## config.mk

```make
export PLATFORM = sky130hd
export DESIGN_NAME = countdown_timer_flat
export DESIGN_NICKNAME = d
export VERILOG_FILES = /design/src/rtl/countdown_timer_if.sv /design/src/rtl/countdown_timer.sv /design/src/flat_wrapper.sv
export SDC_FILE = /design/constraint.sdc
export NUM_CORES = 1
export LEC_CHECK = 0
export ABC_AREA = 1
export ABC_CLOCK_PERIOD_IN_PS = 1920
export BUFFER_PORTS_ARGS = -buffer_cell sky130_fd_sc_hd__buf_2
export CAP_MARGIN = 20
export CORE_UTILIZATION = 40
export DETAILED_ROUTE_END_ITERATION = 10
export PLACE_DENSITY = 0.72
export SYNTH_ARGS = -nofsm -noshare
export SYNTH_HDL_FRONTEND = slang
export SYNTH_SLANG_ARGS = --single-unit
```

## constraint.sdc

```tcl
create_clock -name clk -period 1.92 [get_ports clk]
set_clock_uncertainty 0.1 [all_clocks]
set_input_delay 0.384 -clock clk [delete_from_list [all_inputs] [get_ports clk]]
set_output_delay 0.384 -clock clk [all_outputs]
set_load 0.01 [all_outputs]
```

## src/rtl/countdown_timer_if.sv

```systemverilog
// Host-side bundle for countdown_timer: load handshake, run controls and count/status readback.
interface countdown_timer_if;
  logic       load_valid;
  logic       load_ready;
  logic [2:0] load_hour;
  logic [3:0] load_min;
  logic [4:0] load_sec;
  logic       start;
  logic       pause;
  logic       tick;
  logic [2:0] hour;
  logic [3:0] min;
  logic [4:0] sec;
  logic       busy;
  logic       done;
  logic       load_err;
  logic [1:0] state;

  modport master (
    output load_valid, load_hour, load_min, load_sec, start, pause, tick,
    input  load_ready, hour, min, sec, busy, done, load_err, state
  );

  modport slave (
    input  load_valid, load_hour, load_min, load_sec, start, pause, tick,
    output load_ready, hour, min, sec, busy, done, load_err, state
  );
endinterface

```

## src/rtl/countdown_timer.sv

```systemverilog
// Mixed-radix hour:min:sec down-counter with load handshake and start/pause control.
// Define COUNTDOWN_AUTO_RELOAD_EN to restart from the last accepted load on expiry.
module countdown_timer #(
  parameter int unsigned SEC_MAX  = 20,
  parameter int unsigned MIN_MAX  = 10,
  parameter int unsigned HOUR_MAX = 5
) (
  input  logic              clk,
  input  logic              rst,
  countdown_timer_if.slave  bus
);

  typedef enum logic [1:0] {
    StIdle    = 2'd0,
    StRun     = 2'd1,
    StPaused  = 2'd2,
    StExpired = 2'd3
  } state_e;

  localparam logic [2:0] HourMax = 3'(HOUR_MAX);
  localparam logic [3:0] MinMax  = 4'(MIN_MAX);
  localparam logic [4:0] SecMax  = 5'(SEC_MAX);

  state_e     r_state, w_state_nxt;
  logic [2:0] r_hour, w_hour_nxt;
  logic [3:0] r_min, w_min_nxt;
  logic [4:0] r_sec, w_sec_nxt;
  logic       r_busy;
  logic       r_load_ready;
  logic       r_done, w_done_nxt;
  logic       r_load_err, w_load_err_nxt;

  logic       w_load_fire;
  logic       w_load_ok;
  logic       w_count_zero;
  logic       w_count_one;

`ifdef COUNTDOWN_AUTO_RELOAD_EN
  logic [2:0] r_shadow_hour, w_shadow_hour_nxt;
  logic [3:0] r_shadow_min, w_shadow_min_nxt;
  logic [4:0] r_shadow_sec, w_shadow_sec_nxt;
  logic       w_shadow_zero;

  assign w_shadow_zero = (r_shadow_hour == 3'd0) && (r_shadow_min == 4'd0) &&
                         (r_shadow_sec == 5'd0);
`endif

  // load_ready is registered and is low exactly in RUN, so it gates the handshake directly.
  assign w_load_fire  = bus.load_valid && r_load_ready;
  assign w_load_ok    = (bus.load_hour <= HourMax) && (bus.load_min <= MinMax) &&
                        (bus.load_sec <= SecMax);
  assign w_count_zero = (r_hour == 3'd0) && (r_min == 4'd0) && (r_sec == 5'd0);
  assign w_count_one  = (r_hour == 3'd0) && (r_min == 4'd0) && (r_sec == 5'd1);

  always_comb begin
    w_state_nxt    = r_state;
    w_hour_nxt     = r_hour;
    w_min_nxt      = r_min;
    w_sec_nxt      = r_sec;
    w_done_nxt     = 1'b0;
    w_load_err_nxt = 1'b0;
`ifdef COUNTDOWN_AUTO_RELOAD_EN
    w_shadow_hour_nxt = r_shadow_hour;
    w_shadow_min_nxt  = r_shadow_min;
    w_shadow_sec_nxt  = r_shadow_sec;
`endif

    if (w_load_fire) begin
      // A load attempt, accepted or rejected, swallows any start in the same cycle.
      if (w_load_ok) begin
        w_hour_nxt  = bus.load_hour;
        w_min_nxt   = bus.load_min;
        w_sec_nxt   = bus.load_sec;
        w_state_nxt = StIdle;
`ifdef COUNTDOWN_AUTO_RELOAD_EN
        w_shadow_hour_nxt = bus.load_hour;
        w_shadow_min_nxt  = bus.load_min;
        w_shadow_sec_nxt  = bus.load_sec;
`endif
      end else begin
        w_load_err_nxt = 1'b1;
      end
    end else begin
      unique case (r_state)
        StIdle: begin
          if (bus.start && !w_count_zero) begin
            w_state_nxt = StRun;
          end
        end
        StRun: begin
          if (bus.pause) begin
            w_state_nxt = StPaused;
          end else if (bus.tick) begin
            if (w_count_one) begin
              w_done_nxt = 1'b1;
              w_sec_nxt  = 5'd0;
`ifdef COUNTDOWN_AUTO_RELOAD_EN
              if (!w_shadow_zero) begin
                w_hour_nxt = r_shadow_hour;
                w_min_nxt  = r_shadow_min;
                w_sec_nxt  = r_shadow_sec;
              end else begin
                w_state_nxt = StExpired;
              end
`else
              w_state_nxt = StExpired;
`endif
            end else if (r_sec != 5'd0) begin
              w_sec_nxt = r_sec - 5'd1;
            end else if (r_min != 4'd0) begin
              w_min_nxt = r_min - 4'd1;
              w_sec_nxt = SecMax;
            end else if (r_hour != 3'd0) begin
              w_hour_nxt = r_hour - 3'd1;
              w_min_nxt  = MinMax;
              w_sec_nxt  = SecMax;
            end
          end
        end
        StPaused: begin
          if (bus.start) begin
            w_state_nxt = StRun;
          end
        end
        StExpired: begin
          w_state_nxt = StExpired;
        end
        default: begin
          w_state_nxt = StIdle;
        end
      endcase
    end
  end

  always_ff @(posedge clk) begin
    if (rst) begin
      r_state      <= StIdle;
      r_hour       <= 3'd0;
      r_min        <= 4'd0;
      r_sec        <= 5'd0;
      r_busy       <= 1'b0;
      r_load_ready <= 1'b1;
      r_done       <= 1'b0;
      r_load_err   <= 1'b0;
    end else begin
      r_state      <= w_state_nxt;
      r_hour       <= w_hour_nxt;
      r_min        <= w_min_nxt;
      r_sec        <= w_sec_nxt;
      r_busy       <= (w_state_nxt == StRun);
      r_load_ready <= (w_state_nxt != StRun);
      r_done       <= w_done_nxt;
      r_load_err   <= w_load_err_nxt;
    end
  end

`ifdef COUNTDOWN_AUTO_RELOAD_EN
  always_ff @(posedge clk) begin
    if (rst) begin
      r_shadow_hour <= 3'd0;
      r_shadow_min  <= 4'd0;
      r_shadow_sec  <= 5'd0;
    end else begin
      r_shadow_hour <= w_shadow_hour_nxt;
      r_shadow_min  <= w_shadow_min_nxt;
      r_shadow_sec  <= w_shadow_sec_nxt;
    end
  end
`endif

  assign bus.load_ready = r_load_ready;
  assign bus.hour       = r_hour;
  assign bus.min        = r_min;
  assign bus.sec        = r_sec;
  assign bus.busy       = r_busy;
  assign bus.done       = r_done;
  assign bus.load_err   = r_load_err;
  assign bus.state      = r_state;

endmodule

```

## src/flat_wrapper.sv

```systemverilog
// flat-port wrapper written by rule: the top's interface ports become plain ports
module countdown_timer_flat 
#(
  parameter int unsigned SEC_MAX  = 20,
  parameter int unsigned MIN_MAX  = 10,
  parameter int unsigned HOUR_MAX = 5
)
  (clk, rst, bus_load_valid, bus_load_hour, bus_load_min, bus_load_sec, bus_start, bus_pause, bus_tick, bus_load_ready, bus_hour, bus_min, bus_sec, bus_busy, bus_done, bus_load_err, bus_state);
  countdown_timer_if bus_i ();
  input  logic clk;
  input  logic rst;
  input wire logic [$bits(bus_i.load_valid)-1:0] bus_load_valid;
  input wire logic [$bits(bus_i.load_hour)-1:0] bus_load_hour;
  input wire logic [$bits(bus_i.load_min)-1:0] bus_load_min;
  input wire logic [$bits(bus_i.load_sec)-1:0] bus_load_sec;
  input wire logic [$bits(bus_i.start)-1:0] bus_start;
  input wire logic [$bits(bus_i.pause)-1:0] bus_pause;
  input wire logic [$bits(bus_i.tick)-1:0] bus_tick;
  output wire logic [$bits(bus_i.load_ready)-1:0] bus_load_ready;
  output wire logic [$bits(bus_i.hour)-1:0] bus_hour;
  output wire logic [$bits(bus_i.min)-1:0] bus_min;
  output wire logic [$bits(bus_i.sec)-1:0] bus_sec;
  output wire logic [$bits(bus_i.busy)-1:0] bus_busy;
  output wire logic [$bits(bus_i.done)-1:0] bus_done;
  output wire logic [$bits(bus_i.load_err)-1:0] bus_load_err;
  output wire logic [$bits(bus_i.state)-1:0] bus_state;
  assign bus_i.load_valid = bus_load_valid;
  assign bus_i.load_hour = bus_load_hour;
  assign bus_i.load_min = bus_load_min;
  assign bus_i.load_sec = bus_load_sec;
  assign bus_i.start = bus_start;
  assign bus_i.pause = bus_pause;
  assign bus_i.tick = bus_tick;
  assign bus_load_ready = bus_i.load_ready;
  assign bus_hour = bus_i.hour;
  assign bus_min = bus_i.min;
  assign bus_sec = bus_i.sec;
  assign bus_busy = bus_i.busy;
  assign bus_done = bus_i.done;
  assign bus_load_err = bus_i.load_err;
  assign bus_state = bus_i.state;
  countdown_timer #(.SEC_MAX(SEC_MAX), .MIN_MAX(MIN_MAX), .HOUR_MAX(HOUR_MAX)) u_core (.clk(clk), .rst(rst), .bus(bus_i));
endmodule
```

==> flow_summary.toml <==
[run_status]
outcome = "finished clean"

[worst_hold_path]
min_path_cells = 2
hold_path_startpoint = "rst"
hp-class = "in -> reg"
hold_path_end = "u_core.bus.state[1]$_SDFF_PP0_"

[cts]
numCtsBuffers = 3
clkTransAtPathRegs_ps = 100
cts.sinks = 18
clock_latency_ps = 290
ctsLongestPathBuffers = 2
cts-resized-gates = 0
cts_setup_buffers = 0
cts.root.buffer_cell = "clkbuf_4"
htreeDepth = 1
holdBufCountCts = 0
cts_tree = "built"

[setup_path]
critPathRequiredTime_ps = 2020
rr_worst_depth = 11
crit_fanout = 6
r2r_end = "u_core.bus.sec[3]$_SDFFE_PP0P_"
critical_path_class = "reg -> reg"
worst_setup_path_start_kind = "flop"
r2r_start = "u_core.bus.hour[0]$_SDFFE_PP0P_"
arrival_ps = 1800
rrSetupSlack_ps = 220
endpoint_kind = "flop"

[logic_synthesis]
yosysWarnings = 0
yosysTopAreaCell = "dfxtp_1"
syn_nets = 229
synth.cell_area_um2 = 1271
ys_types = 26
synth_area_leaders = "dfxtp_1 (28%), nand2_1 (18%), inv_1 (8.9%)"
ys_ff_latch = 18
yosysSeqAreaShare_pct = 28.35
synth_cells = 205
synth_top_area_share_pct = 28.35
syn_area_per_cell_um2 = 6.201

[route]
vias = 1308
wl_per_cell_um = 9.451
totalWireLength_um = 2703
dr.pass1.iters = 4
ant_nets = 0
via_per_inst = 4.573
drtIter0Drc = 44
drc = 0

[grt]
grt_max_degree = 19
grt_pass1_vias = 1092
grt_usage_pct = 17.74
grt-ovfl-total = 0
grt_pass1_wl_um = 4747
antenna_found_initial = 0

[final_layout]
final_layout_size_suffix_gt1_share_pct = 23.55
fin_nets = 268
n_antenna_cell = 0
final_area_um2 = 1524
stdcell_count = 286
syn2layout_area_growth_pct = 19.88

[place]
post-place-cells = 283
dp_hpwl_um = 2193
placed_area_um2 = 1501
io_buffers = 35
gp_congestion = 0.7936

[power]
ir_worst_vdd_mv = 0.5235
p_per_area_nw_per_um2 = 935.9
p_leak_nw = 0.8461

[die]
die_height_um = 58.38
die_x_um = 58.38
coreArea_um2 = 3028
num_rows = 20
die_area_um2 = 3408
initial_utilization_pct = 41.98
ios = 36

[timing]
drv_slew = 0
setup_violations = 0
max_freq_mhz = 589.5
finalCriticalPeriod_ps = 1696
hold_viol = 0
slew_headroom_pct = 73.21
rsz0062_at_grt = "false"
tns_ps = 0
tightestPinTransition_ps = 400.0
period_share_pct = 88.35

[flow_run]
cap_violations = 0
-- state kept, by name, summed over array words and instances (netlist names) --
signal / count
u_core.bus.load_ready: 1
u_core.bus.min: 4
u_core.bus.sec: 5
u_core.bus.state: 2
u_core.bus.done: 1
u_core.bus.busy: 1
u_core.bus.hour: 3
u_core.bus.load_err: 1
-- stage by stage --
step,worst slack (ps),utilization (%),hold WS (ps),power (mW)
4_1_cts,241.8,50.33,188.5,1.442
3_3_place_gp,115.4,49.59,383.3,1.253
3_5_place_dp,104.4,49.59,399.8,1.250
6_report,223.8,50.33,198.9,1.426
2_1_floorplan,399.0,-,353.1,1.073
5_1_grt,38.15,50.33,186.2,1.578
-- how the worst max path moves through the flow --
stage,startpoint,to,slack (ps),cells past startpoint
after CTS,u_core.bus.hour[0]$_SDFFE_PP0P_,u_core.bus.sec[3]$_SDFFE_PP0P_,240,11
after floorplan,u_core.bus.hour[0]$_SDFFE_PP0P_,u_core.bus.sec[1]$_SDFFE_PP0P_,400,11
after global routing,u_core.bus.hour[0]$_SDFFE_PP0P_,u_core.bus.sec[3]$_SDFFE_PP0P_,40,11
after detailed placement,bus_load_valid,u_core.bus.sec[3]$_SDFFE_PP0P_,100,11
after global placement,bus_load_valid,u_core.bus.sec[4]$_SDFFE_PP0P_,120,11
final,u_core.bus.hour[0]$_SDFFE_PP0P_,u_core.bus.sec[3]$_SDFFE_PP0P_,220,11
-- layer usage --
metal  track usage [%]  part of all wire, %  routed length (um)  up-vias
met5                 0                    0                   0        -
met2             30.05                   46                1253       28
met3             4.615                  4.4                 119        2
li1                  -                    -                   -      710
met4             2.041                 0.41                  11        0
met1             23.50                   49                1318      568
-- worst max-delay path: stages, from the launching register on --
cell and delay [ps]:
dfxtp_1 340, inv_1 80, ha_1 150, inv_1 40, nor2_1 150, inv_1 100, nor2_4 150, nand2_1 110
nand3_1 120, a21oi_1 60, nor2_1 150, nor2_1 60
-- Yosys cell counts --
| library cell | number |
|---|---|
| nand2_1 | 61 |
| inv_1 | 30 |
| nor2_1 | 29 |
| dfxtp_1 | 18 |
| o21ai_0 | 14 |
| nand3_1 | 12 |
| ha_1 | 6 |
| inv_2 | 4 |
| nor2_4 | 4 |
| a21oi_1 | 3 |
| buf_2 | 3 |
| nor2_2 | 3 |
| nand2_2 | 2 |
| nor3_1 | 2 |
| o22ai_1 | 2 |
| xnor2_1 | 2 |
| a31oi_1 | 1 |
| nand2_4 | 1 |
| nand3_2 | 1 |
| nand3_4 | 1 |
| nand4_1 | 1 |
| nand4_2 | 1 |
| nor4_1 | 1 |
| o211ai_1 | 1 |
| o31ai_1 | 1 |
| xor2_1 | 1 |
-- kinds of logic (layout without fill, tap and decap cells) --
| group | after synthesis | after routing | share of synthesized area [%] |
|---|---|---|---|
| compound gates | 22 | 22 | 9.351 |
| simple gates | 119 | 119 | 43.11 |
| fa+ha+maj | 6 | 6 | 5.905 |
| buf+inv | 37 | 74 | 11.22 |
| flops | 18 | 18 | 28.35 |
| xor+xnor | 3 | 3 | 2.067 |
-- cell usage in the layout, fill, tap and decap left out --
| cell type | n |
|---|---|
| a21oi_1 | 3 |
| a31oi_1 | 1 |
| buf_2 | 35 |
| buf_4 | 2 |
| clkbuf_4 | 3 |
| dfxtp_1 | 18 |
| ha_1 | 6 |
| inv_1 | 30 |
| inv_2 | 4 |
| nand2_1 | 61 |
| nand2_2 | 2 |
| nand2_4 | 1 |
| nand3_1 | 12 |
| nand3_2 | 1 |
| nand3_4 | 1 |
| nand4_1 | 1 |
| nand4_2 | 1 |
| nor2_1 | 29 |
| nor2_2 | 3 |
| nor2_4 | 4 |
| nor3_1 | 2 |
| nor4_1 | 1 |
| o211ai_1 | 1 |
| o21ai_0 | 14 |
| o22ai_1 | 2 |
| o31ai_1 | 1 |
| xnor2_1 | 2 |
| xor2_1 | 1 |
-- report_power, final --
part	internal (mW)	switching, mW
registers	0.433	0.0581
logic	0.288	0.461
clock network	0.0730	0.113
total	0.794	0.632
-- final cells by class --
type / count / area, um2
Timing Repair Buffer: 37 / 190.2
Clock buffer: 3 / 22.52
Tap cell: 44 / 55.05
Sequential cell: 18 / 360.3
Fill cell: 330 / 1504
Multi-Input combinational cell: 150 / 768.2
Inverter: 34 / 127.6
Power figures use the tool's default switching activity.
